**config.mk**
```make
export PLATFORM = sky130hd
export DESIGN_NAME = exu_wb_arbiter_flat
export DESIGN_NICKNAME = d
export VERILOG_FILES = /design/src/rtl/exu_wb_arbiter_if.sv /design/src/rtl/exu_wb_arbiter.sv /design/src/flat_wrapper.sv
export SDC_FILE = /design/constraint.sdc
export NUM_CORES = 1
export LEC_CHECK = 0
export BUFFER_PORTS_ARGS = -buffer_cell sky130_fd_sc_hd__buf_4
export CORE_MARGIN = 2
export CORE_UTILIZATION = 36
export CTS_BUF_LIST = sky130_fd_sc_hd__clkbuf_4
export CTS_CLUSTER_DIAMETER = 100
export DETAILED_ROUTE_END_ITERATION = 6
export PLACE_DENSITY_LB_ADDON = 0.3
export SETUP_SLACK_MARGIN = 0.5
export SLEW_MARGIN = 5
export SYNTH_ARGS = -nofsm -noshare
export SYNTH_HDL_FRONTEND = slang
export SYNTH_SLANG_ARGS = --single-unit
```
**constraint.sdc**
```tcl
create_clock -name clk -period 0.99 [get_ports clk]
set_clock_uncertainty 0.05 [all_clocks]
set_input_delay 0.0495 -clock clk [delete_from_list [all_inputs] [get_ports clk]]
set_output_delay 0.0495 -clock clk [all_outputs]
set_load 0.1 [all_outputs]
```
**src/rtl/exu_wb_arbiter_if.sv**
```systemverilog
// Write-back request bundle between the execute units and the arbiter.
// Fields are packed per source: source k sits at [k*W +: W].
interface exu_wb_arbiter_if #(
    parameter int NUM_SRC = 4,
    parameter int DW      = 32,
    parameter int AW      = 5,
    parameter int IDW     = 3
);
    logic [NUM_SRC-1:0]     req_i;
    logic [NUM_SRC*DW-1:0]  wdata_i;
    logic [NUM_SRC*AW-1:0]  waddr_i;
    logic [NUM_SRC*IDW-1:0] cid_i;
    logic [NUM_SRC-1:0]     ready_o;

    modport master (
        output req_i, wdata_i, waddr_i, cid_i,
        input  ready_o
    );

    modport slave (
        input  req_i, wdata_i, waddr_i, cid_i,
        output ready_o
    );
endinterface

```
**src/rtl/exu_wb_arbiter.sv**
```systemverilog
// Register-file write-back arbiter for the execute-stage units.
// WB_ARB_RR_EN selects round-robin; otherwise fixed priority (index 0 wins).
module exu_wb_arbiter #(
    parameter int NUM_SRC = 4,
    parameter int DW      = 32,
    parameter int AW      = 5,
    parameter int IDW     = 3
) (
    input  logic           clk,
    input  logic           rst_n,
    exu_wb_arbiter_if.slave src,
    input  logic           flush_i,
    output logic           reg_we_o,
    output logic [AW-1:0]  reg_waddr_o,
    output logic [DW-1:0]  reg_wdata_o,
    output logic           commit_valid_o,
    output logic [IDW-1:0] commit_id_o,
    output logic           busy_o
);
    localparam int IXW = (NUM_SRC > 1) ? $clog2(NUM_SRC) : 1;

    logic [NUM_SRC-1:0] grant;
    logic [AW-1:0]      sel_addr;
    logic [DW-1:0]      sel_data;
    logic [IDW-1:0]     sel_cid;
    logic               xfer;

`ifdef WB_ARB_RR_EN
    logic [IXW-1:0] ptr;
    logic [IXW-1:0] gidx;
    int             j;

    // Search begins one past the last winner and wraps.
    always_comb begin
        grant    = '0;
        gidx     = '0;
        sel_addr = '0;
        sel_data = '0;
        sel_cid  = '0;
        j        = 0;
        for (int i = 1; i <= NUM_SRC; i++) begin
            j = (int'(ptr) + i) % NUM_SRC;
            if (src.req_i[j] && grant == '0) begin
                grant[j] = 1'b1;
                gidx     = IXW'(j);
                sel_addr = src.waddr_i[j*AW +: AW];
                sel_data = src.wdata_i[j*DW +: DW];
                sel_cid  = src.cid_i[j*IDW +: IDW];
            end
        end
    end

    always_ff @(posedge clk or negedge rst_n) begin
        if (!rst_n) begin
            ptr <= IXW'(NUM_SRC - 1);
        end else if (xfer) begin
            ptr <= gidx;
        end
    end
`else
    always_comb begin
        grant    = '0;
        sel_addr = '0;
        sel_data = '0;
        sel_cid  = '0;
        for (int i = 0; i < NUM_SRC; i++) begin
            if (src.req_i[i] && grant == '0) begin
                grant[i] = 1'b1;
                sel_addr = src.waddr_i[i*AW +: AW];
                sel_data = src.wdata_i[i*DW +: DW];
                sel_cid  = src.cid_i[i*IDW +: IDW];
            end
        end
    end
`endif

    // Flush and reset both suppress the grant, so no transfer is taken.
    assign src.ready_o = (flush_i || !rst_n) ? '0 : grant;
    assign xfer        = |src.ready_o;
    assign busy_o      = |(src.req_i & (src.req_i - NUM_SRC'(1)));

    always_ff @(posedge clk or negedge rst_n) begin
        if (!rst_n) begin
            reg_we_o       <= 1'b0;
            commit_valid_o <= 1'b0;
            reg_waddr_o    <= '0;
            reg_wdata_o    <= '0;
            commit_id_o    <= '0;
        end else if (xfer) begin
            reg_we_o       <= (sel_addr != '0);
            commit_valid_o <= 1'b1;
            reg_waddr_o    <= sel_addr;
            reg_wdata_o    <= sel_data;
            commit_id_o    <= sel_cid;
        end else begin
            reg_we_o       <= 1'b0;
            commit_valid_o <= 1'b0;
        end
    end
endmodule

```
**src/flat_wrapper.sv**
```systemverilog
// flat-port wrapper written by rule: the top's interface ports become plain ports
module exu_wb_arbiter_flat 
#(
    parameter int NUM_SRC = 4,
    parameter int DW      = 32,
    parameter int AW      = 5,
    parameter int IDW     = 3
)
  (clk, rst_n, flush_i, reg_we_o, reg_waddr_o, reg_wdata_o, commit_valid_o, commit_id_o, busy_o, src_req_i, src_wdata_i, src_waddr_i, src_cid_i, src_ready_o);
  exu_wb_arbiter_if #(.NUM_SRC(NUM_SRC), .DW(DW), .AW(AW), .IDW(IDW)) src_i ();
  input  logic clk;
  input  logic rst_n;
  input  logic flush_i;
  output logic reg_we_o;
  output logic [AW-1:0] reg_waddr_o;
  output logic [DW-1:0] reg_wdata_o;
  output logic commit_valid_o;
  output logic [IDW-1:0] commit_id_o;
  output logic busy_o;
  input wire logic [$bits(src_i.req_i)-1:0] src_req_i;
  input wire logic [$bits(src_i.wdata_i)-1:0] src_wdata_i;
  input wire logic [$bits(src_i.waddr_i)-1:0] src_waddr_i;
  input wire logic [$bits(src_i.cid_i)-1:0] src_cid_i;
  output wire logic [$bits(src_i.ready_o)-1:0] src_ready_o;
  assign src_i.req_i = src_req_i;
  assign src_i.wdata_i = src_wdata_i;
  assign src_i.waddr_i = src_waddr_i;
  assign src_i.cid_i = src_cid_i;
  assign src_ready_o = src_i.ready_o;
  exu_wb_arbiter #(.NUM_SRC(NUM_SRC), .DW(DW), .AW(AW), .IDW(IDW)) u_core (.clk(clk), .rst_n(rst_n), .src(src_i), .flush_i(flush_i), .reg_we_o(reg_we_o), .reg_waddr_o(reg_waddr_o), .reg_wdata_o(reg_wdata_o), .commit_valid_o(commit_valid_o), .commit_id_o(commit_id_o), .busy_o(busy_o));
endmodule
```
==> impl_metrics.yaml, run 1 <==
setup_path:
  cp_slowest_cell: "nor4b_4"
  setup.worst_path.start_class: "input port"
  endpoint_kind: "flop"
  crit_top_cell: "buf_12"
  slowest_delay_ns: 0.34
  reg2reg_depth: 2
  crit_arrival_ns: 1.46
  path_cells: "buf_12 > nor4b_4 > buf_4 > buf_12 > buf_6 > buf_16 > a22oi_2 > o211ai_1 > o21a_1"
  path_class: "in2reg"
  cp.required_ns: 1.25
  worst-path-max-fanout: 7
  rrSetupSlack_ns: -0.03
  r2r_start: "u_core.reg_wdata_o[28]"
  r2r-end: "u_core.reg_wdata_o[28]"
synth:
  avgSynthCellArea_um2: 9.75
  yosysUniqueCellTypes: 26
  seq_area_frac_synth_pct: 40.4
  synth_edf_count: 0
  ys_warn_count: 0
  ys.flop_type: "dfrtp_1"
  synth_fp_nets: 434
  netlist_area_mm2: 0.00260
  ys_async_sr_fraction_pct: 100
  synthCells: 267
  synth_seq_cells: 42
drt:
  dr_total_vias: 4078
  antenna_violating_nets_post_route: 0
  drc_errors: 0
  drt_iter0_drc: 396
  drt_pass1_iterations: 5
  wl_um: 18600
  vias_per_cell: 6.36
  wire_per_inst_um: 29.1
layout:
  syn_to_final_growth_pct: 153
  fin_cells: 641
  final_core_util_pct: 92.4
  final_cell_mix: "buf_4, buf_12, a22oi_2, dfrtp_4"
  layout-drive-gt1-share_pct: 77.1
  layout_commonest_cell: "buf_4"
  nets: 708
  antenna_cells: 0
sta:
  hold_viol: 48
  fmax_mhz: 836
  setup_tns_ns: -12.64
  drv_slew: 0
  fin_ws_ns: -0.206
  hold_ws_ns: -0.358
  period_needed_ns: 1.20
  rsz0062_at_grt: "true"
  slew_headroom_pct: 64.3
  setup_viol: 81
  final.period_utilization_pct: 121
  max_slew.worst_pin.slew_ns: 0.536
die:
  rows: 31
  die_y_um: 89.0
  initial_core_util_pct: 36.5
  die-area_mm2: 0.00793
  pin_count: 214
  die_x_um: 89.0
  fp.coreArea_mm2: 0.00714
grt:
  grt_use_total_pct: 36.3
  antenna_found_initial: 0
  first_global_vias: 3896
  gr-total-overflow: 0
  grt_max_degree: 31
  grt_pass1_wl_um: 21400
place:
  port_buffers: 213
  dp_cells: 580
  pre_cts_ws_ns: -0.329
  dp_hpwl_um: 7740
  finalWeightedCongestion: 0.816
clocking:
  cts.sinks: 42
  cts_buffer_depth: 2
  cts_htree_levels: 2
  numCtsBuffers: 5
  cts_root_buf: "clkbuf_4"
  cts_tree: "done"
  cts.clk_slew.worst_paths_ns: 0.15
  clk_latency_ns: 0.37
outcome:
  violations: "negative hold slack, negative setup slack"
  status: "complete, but fails checks"
run:
  cap_violations: 0
worst_hold_path:
  min-delay-path-class: "in2async"
power:
  p_leak_nw: 2.74
  vdd_ir_drop_max_uv: 1080
  p_per_area_mw_per_mm2: 1360
## sequential cells by signal (all words and copies together), names as in the netlist
register / count
u_core.reg_waddr_o: 5
u_core.reg_wdata_o: 32
u_core.commit_id_o: 3
u_core.commit_valid_o: 1
u_core.reg_we_o: 1
## report_power, final
group	switching, W	total [W]	internal (W)	leakage [nW]
Combinational	0.00319	0.00555	0.00235	2.27
Sequential	0.000345	0.00250	0.00216	0.443
Clock	0.000648	0.000944	0.000296	0.0331
Total	0.00419	0.00899	0.00481	2.74
## per-stage QoR
| stage | power, W | area (µm²) |
|---|---|---|
| 4_1_cts | 0.00850 | 6280 |
| 3_3_place_gp | 0.00632 | 4820 |
| 6_report | 0.00899 | 6590 |
| 3_5_place_dp | 0.00638 | 4820 |
| 2_1_floorplan | 0.00509 | 2950 |
| 5_1_grt | 0.00918 | 6590 |
## cell usage after synthesis, types with 2 or more instances
cell      instances  area share, %
buf_6             5            2.2
dfrtp_1          42             40
nor2_1            7            1.0
nand2b_1          2           0.48
a22oi_1          70             20
and2_1            2           0.48
o211ai_1         35             10
nand3b_1          5            1.4
o21a_1           35             10
clkbuf_1         14            2.0
a21oi_1          20            3.8
nor2b_1           6            1.4
buf_2            11            2.1
## worst max path at each step
stage / endpoint / from / slack [ns] / cells past startpoint
after floorplan: src_ready_o[3] / src_req_i[2] / -0.25 / 4
after global placement: u_core.reg_wdata_o[1] / src_req_i[1] / -0.26 / 7
after detailed placement: u_core.reg_we_o / src_req_i[1] / -0.33 / 6
after CTS: reg_wdata_o[4] / u_core.reg_wdata_o[4] / -0.18 / 1
after global routing: commit_id_o[0] / u_core.commit_id_o[0] / -0.21 / 1
final: u_core.commit_id_o[2] / src_req_i[1] / -0.21 / 9
## cells by family (layout without fill, tap and decap cells)
group	count (synthesis)	after routing	synth area share (%)
AO/OA/AOI/OAI	167	167	46.5
flip-flops	42	42	40.4
buffers and inverters	32	307	6.58
AND/OR/NAND/NOR	26	26	6.54
## area by class of cell
class	count	area, µm²
multi-input cells	193	1740
clock inverters	2	8.76
repair buffers	298	3460
clock buffers	6	45.0
well taps	99	124
fillers	240	544
inverters	1	3.75
flip-flops and latches	42	1210
## critical path, delay by kind of cell
family	cells	cell delay, ns
and+or+nand+nor	1	0.34
buffers and inverters	5	0.65
AOI/OAI and AO/OA	3	0.41
## layer usage
metal,vias up,track usage [%],share of wire [%]
met1,1982,39.0,34
met3,126,7.39,7.9
met4,0,18.0,9.1
met5,-,0,0
met2,354,67.4,49
li1,1616,-,-
## what timing repair did
item | 4_1_cts | 5_1_grt
endpoints found under the setup margin | 89 | 89
buffers inserted | 17 | 22
pin swaps | 31 | 23
endpoints found under the hold margin | 71 | 48
gates cloned | 13 | 1
gates resized for setup | 218 | 26
Power figures use the tool's default switching activity.
==> run 2: changes to the inputs <==
--- a/config.mk
+++ b/config.mk
@@ -6,7 +6,6 @@
 export NUM_CORES = 1
 export LEC_CHECK = 0
 export BUFFER_PORTS_ARGS = -buffer_cell sky130_fd_sc_hd__buf_4
-export CORE_MARGIN = 2
 export CORE_UTILIZATION = 36
 export CTS_BUF_LIST = sky130_fd_sc_hd__clkbuf_4
 export CTS_CLUSTER_DIAMETER = 100
==> impl_metrics.yaml, run 2 <==
outcome:
  status: "aborted with a tool error"
  stop_stage: "global routing (5_1_grt)"
  firstError: "[ERROR GRT-0232] Routing congestion too high. Check the congestion heatmap in the GUI."
synth:
  seq_area_frac_synth_pct: 40.4
  synth_fp_nets: 434
  synth_top_area_cell: "dfrtp_1"
  synth_edf_count: 0
  synth_seq_cells: 42
  synth_fa_ha_area_share_pct: 0
  ys_async_sr_fraction_pct: 100
  synth_top_family_by_area: "compound AO/OA/AOI/OAI gates"
  netlist_area_mm2: 0.00260
  synth_most_common_cell: "a22oi_1"
  synth.area.top_cells: "dfrtp_1, a22oi_1, o211ai_1"
  synthSimpleGateAreaFrac_pct: 6.54
  yosys-mux-area-fraction_pct: 0
  avgSynthCellArea_um2: 9.75
  synth_compound_area_share_pct: 46.5
  yosys.area_share.xor_xnor_pct: 0
  synth_common_cells: "a22oi_1, dfrtp_1, o211ai_1, o21a_1, a21oi_1"
  yosysUniqueCellTypes: 26
  ys.flop_type: "dfrtp_1"
  synthCells: 267
  ys_warn_count: 0
  yosysTopAreaCellShare_pct: 40.4
sta:
  repair-timing-grt-worst-ep: "reg_wdata_o[20]"
  worst-ep-kind: "output port"
die:
  initial_core_util_pct: 37.7
  rows: 30
  die_y_um: 87.0
  die_x_um: 87.0
  pin_count: 214
clocking:
  cts_buffer_depth: 2
  cts_htree_levels: 2
  cts_root_buf: "clkbuf_4"
  numCtsBuffers: 5
  cts.sinks: 42
grt:
  grt_use_total_pct: 91.0
  grt_max_degree: 30
  gr-total-overflow: 422
place:
  finalWeightedCongestion: 0.813
  port_buffers: 213
  dp_hpwl_um: 7990
  dp_cells: 572
run 2: cell counts after synthesis:
Identical to the previous run, type by type.
run 2: what timing repair did:
item | 4_1_cts
pin swaps | 24
setup endpoints to repair | 89
setup buffers | 22
endpoints found under the hold margin | 80
cloned | 13
hold buffers | 1
gates resized for setup | 229
run 2: metrics by stage:
stage	setup TNS (ns)	hold WS, ns	util, %	worst slack, ns	cell area, µm²
after CTS	-7.83	-0.357	92.2	-0.200	6370
after detailed placement	-12.93	0.0551	68.6	-0.377	4740
after global placement	-10.39	0.0474	68.6	-0.296	4740
after floorplan	-8.98	-0.296	-	-0.248	2950
run 2: logic make-up after synthesis:
group | count (synthesis)
AND/OR/NAND/NOR | 26
flip-flops | 42
AO/OA/AOI/OAI | 167
buffers and inverters | 32
run 2: metal layers:
layer	GRT overflow	track usage, %
met3	0	63.2
met1	2	83.4
met5	0	16.8
met4	140	115
met2	280	117
==> run 3: changes to the inputs <==
--- a/config.mk
+++ b/config.mk
@@ -6,12 +6,9 @@
 export NUM_CORES = 1
 export LEC_CHECK = 0
 export BUFFER_PORTS_ARGS = -buffer_cell sky130_fd_sc_hd__buf_4
-export CORE_UTILIZATION = 36
-export CTS_BUF_LIST = sky130_fd_sc_hd__clkbuf_4
-export CTS_CLUSTER_DIAMETER = 100
+export CORE_UTILIZATION = 30
 export DETAILED_ROUTE_END_ITERATION = 6
-export PLACE_DENSITY_LB_ADDON = 0.3
-export SETUP_SLACK_MARGIN = 0.5
+export PLACE_DENSITY_LB_ADDON = 0.15
 export SLEW_MARGIN = 5
 export SYNTH_ARGS = -nofsm -noshare
 export SYNTH_HDL_FRONTEND = slang
==> constraint.sdc (replaced) <==
create_clock -name clk -period 1.3 [get_ports clk]
set_clock_uncertainty 0.05 [all_clocks]
set_input_delay 0.065 -clock clk [delete_from_list [all_inputs] [get_ports clk]]
set_output_delay 0.065 -clock clk [all_outputs]
set_load 0.1 [all_outputs]
==> impl_metrics.yaml, run 3 (synthesis results as in run 1) <==
outcome:
  status: "complete, no violations"
drt:
  dr_total_vias: 3088
  drt_pass1_iterations: 4
  wire_per_inst_um: 16.2
  wl_met1_um: 3730
  drc_errors: 0
  met2_wirelength_um: 4840
  antenna_violating_nets_post_route: 0
  vias_per_cell: 5.31
  drt_iter0_drc: 83
  highest_layer: "met4"
  route.met3.wl_um: 705
  wl_um: 9450
die:
  initial_core_util_pct: 31.4
  die_x_um: 95.2
  pin_count: 214
  rows: 33
  die-area_mm2: 0.00906
  die_y_um: 95.2
  fp.coreArea_mm2: 0.00830
grt:
  first_global_vias: 2904
  grt_pass1_wl_um: 14100
  antenna_found_initial: 0
  gr-total-overflow: 0
  grt_use_total_pct: 20.2
  grt_max_degree: 46
clocking:
  numCtsBuffers: 5
  cts_tree: "done"
  cts_htree_levels: 2
  cts.clk_slew.worst_paths_ns: 0.08
  cts_buffer_depth: 2
  cts_root_buf: "clkbuf_8"
  cts.sinks: 42
  clk_latency_ns: 0.29
sta:
  hold_viol: 0
  fmax_mhz: 831
  final.period_utilization_pct: 92.6
  max_slew.worst_pin.slew_ns: 0.359
  setup_viol: 0
  slew_headroom_pct: 76.1
  rsz0062_at_grt: "false"
  drv_slew: 0
  period_needed_ns: 1.20
  hold_ws_ns: 0.0549
power:
  vdd_ir_drop_max_uv: 1070
  p_per_area_mw_per_mm2: 1200
  p_leak_nw: 2.00
worst_hold_path:
  min-delay-path-class: "in2reg"
  worstHoldStart: "src_waddr_i[19]"
layout:
  final_core_util_pct: 54.2
  antenna_cells: 0
  nets: 644
  syn_to_final_growth_pct: 72.8
  layout-drive-gt1-share_pct: 51.4
  layout_commonest_cell: "buf_4"
  fin_cells: 582
  largest_register: "u_core.reg_wdata_o"
  final_area_mm2: 0.00450
  largest_reg_flops: 32
  largestRegisters: "u_core.reg_wdata_o (32), u_core.reg_waddr_o (5), u_core.commit_id_o (3)"
  final_cell_mix: "buf_4, a22oi_1, dfrtp_1, o211ai_1, o21a_1"
setup_path:
  r2r_start: "u_core.reg_wdata_o[12]"
  cp.required_ns: 1.19
  crit_arrival_ns: 1.09
  endpoint_kind: "output port"
  crit_path_start: "src_req_i[1]"
  path_class: "in2out"
  worst-path-max-fanout: 15
  setup.worst_path.start_class: "input port"
place:
  dp_hpwl_um: 7260
  dp_cells: 574
  place_area_mm2: 0.00441
  port_buffers: 213
  finalWeightedCongestion: 0.825
run:
  cap_violations: 0
-- run 3: final timing paths --
kind | end | cells past startpoint | slack, ns
min in group asynchronous | u_core.reg_wdata_o[30] | 3 | 0.27
max reg2reg | u_core.reg_wdata_o[12] | 1 | 0.54
min reg2reg | u_core.reg_wdata_o[31] | 1 | 0.44
max | src_ready_o[3] | 5 | 0.1
max in group asynchronous | u_core.reg_wdata_o[10] | 3 | 0.64
min | u_core.reg_waddr_o[4] | 3 | 0.05
-- run 3: final cells by class --
class / instances / area (µm²)
tap: 105 / 131
clock buffer: 7 / 76.3
fill: 791 / 3800
inverter: 1 / 3.75
timing repair buffer: 234 / 1830
multi-input combinational: 193 / 1410
sequential: 42 / 1050
-- run 3: through the flow --
step	total power [W]	worst slack [ns]	setup TNS (ns)
after floorplan	0.00366	-0.188	-0.188
after global placement	0.00460	0.0137	0
after detailed placement	0.00463	-0.0253	-0.0890
after CTS	0.00543	0.0551	0
after global routing	0.00563	0.0170	0
final	0.00538	0.0963	0
-- run 3: timing repair --
action,CTS,global route
resized for setup,1,1
endpoints found under the setup margin,1,1
buffers inserted,0,0
endpoints found under the hold margin,42,0
hold buffers,1,0
-- run 3: power by group --
part / internal (W) / switching (W) / total [W] / leakage, nW
sequential: 0.00151 / 0.000121 / 0.00163 / 0.475
combinational: 0.000890 / 0.00207 / 0.00296 / 1.49
clock: 0.000370 / 0.000416 / 0.000786 / 0.0383
total: 0.00277 / 0.00261 / 0.00538 / 2.00
-- run 3: metal layers --
layer | GRT usage [%] | up-vias
met5 | 0 | -
met4 | 5.93 | 0
met1 | 23.6 | 1450
met2 | 36.0 | 133
met3 | 5.34 | 16
li1 | - | 1489
-- run 3: critical path: stages --
cell	delay, ns
buf_4	0.13
nor4b_4	0.31
buf_6	0.21
and2_4	0.16
buf_6	0.21
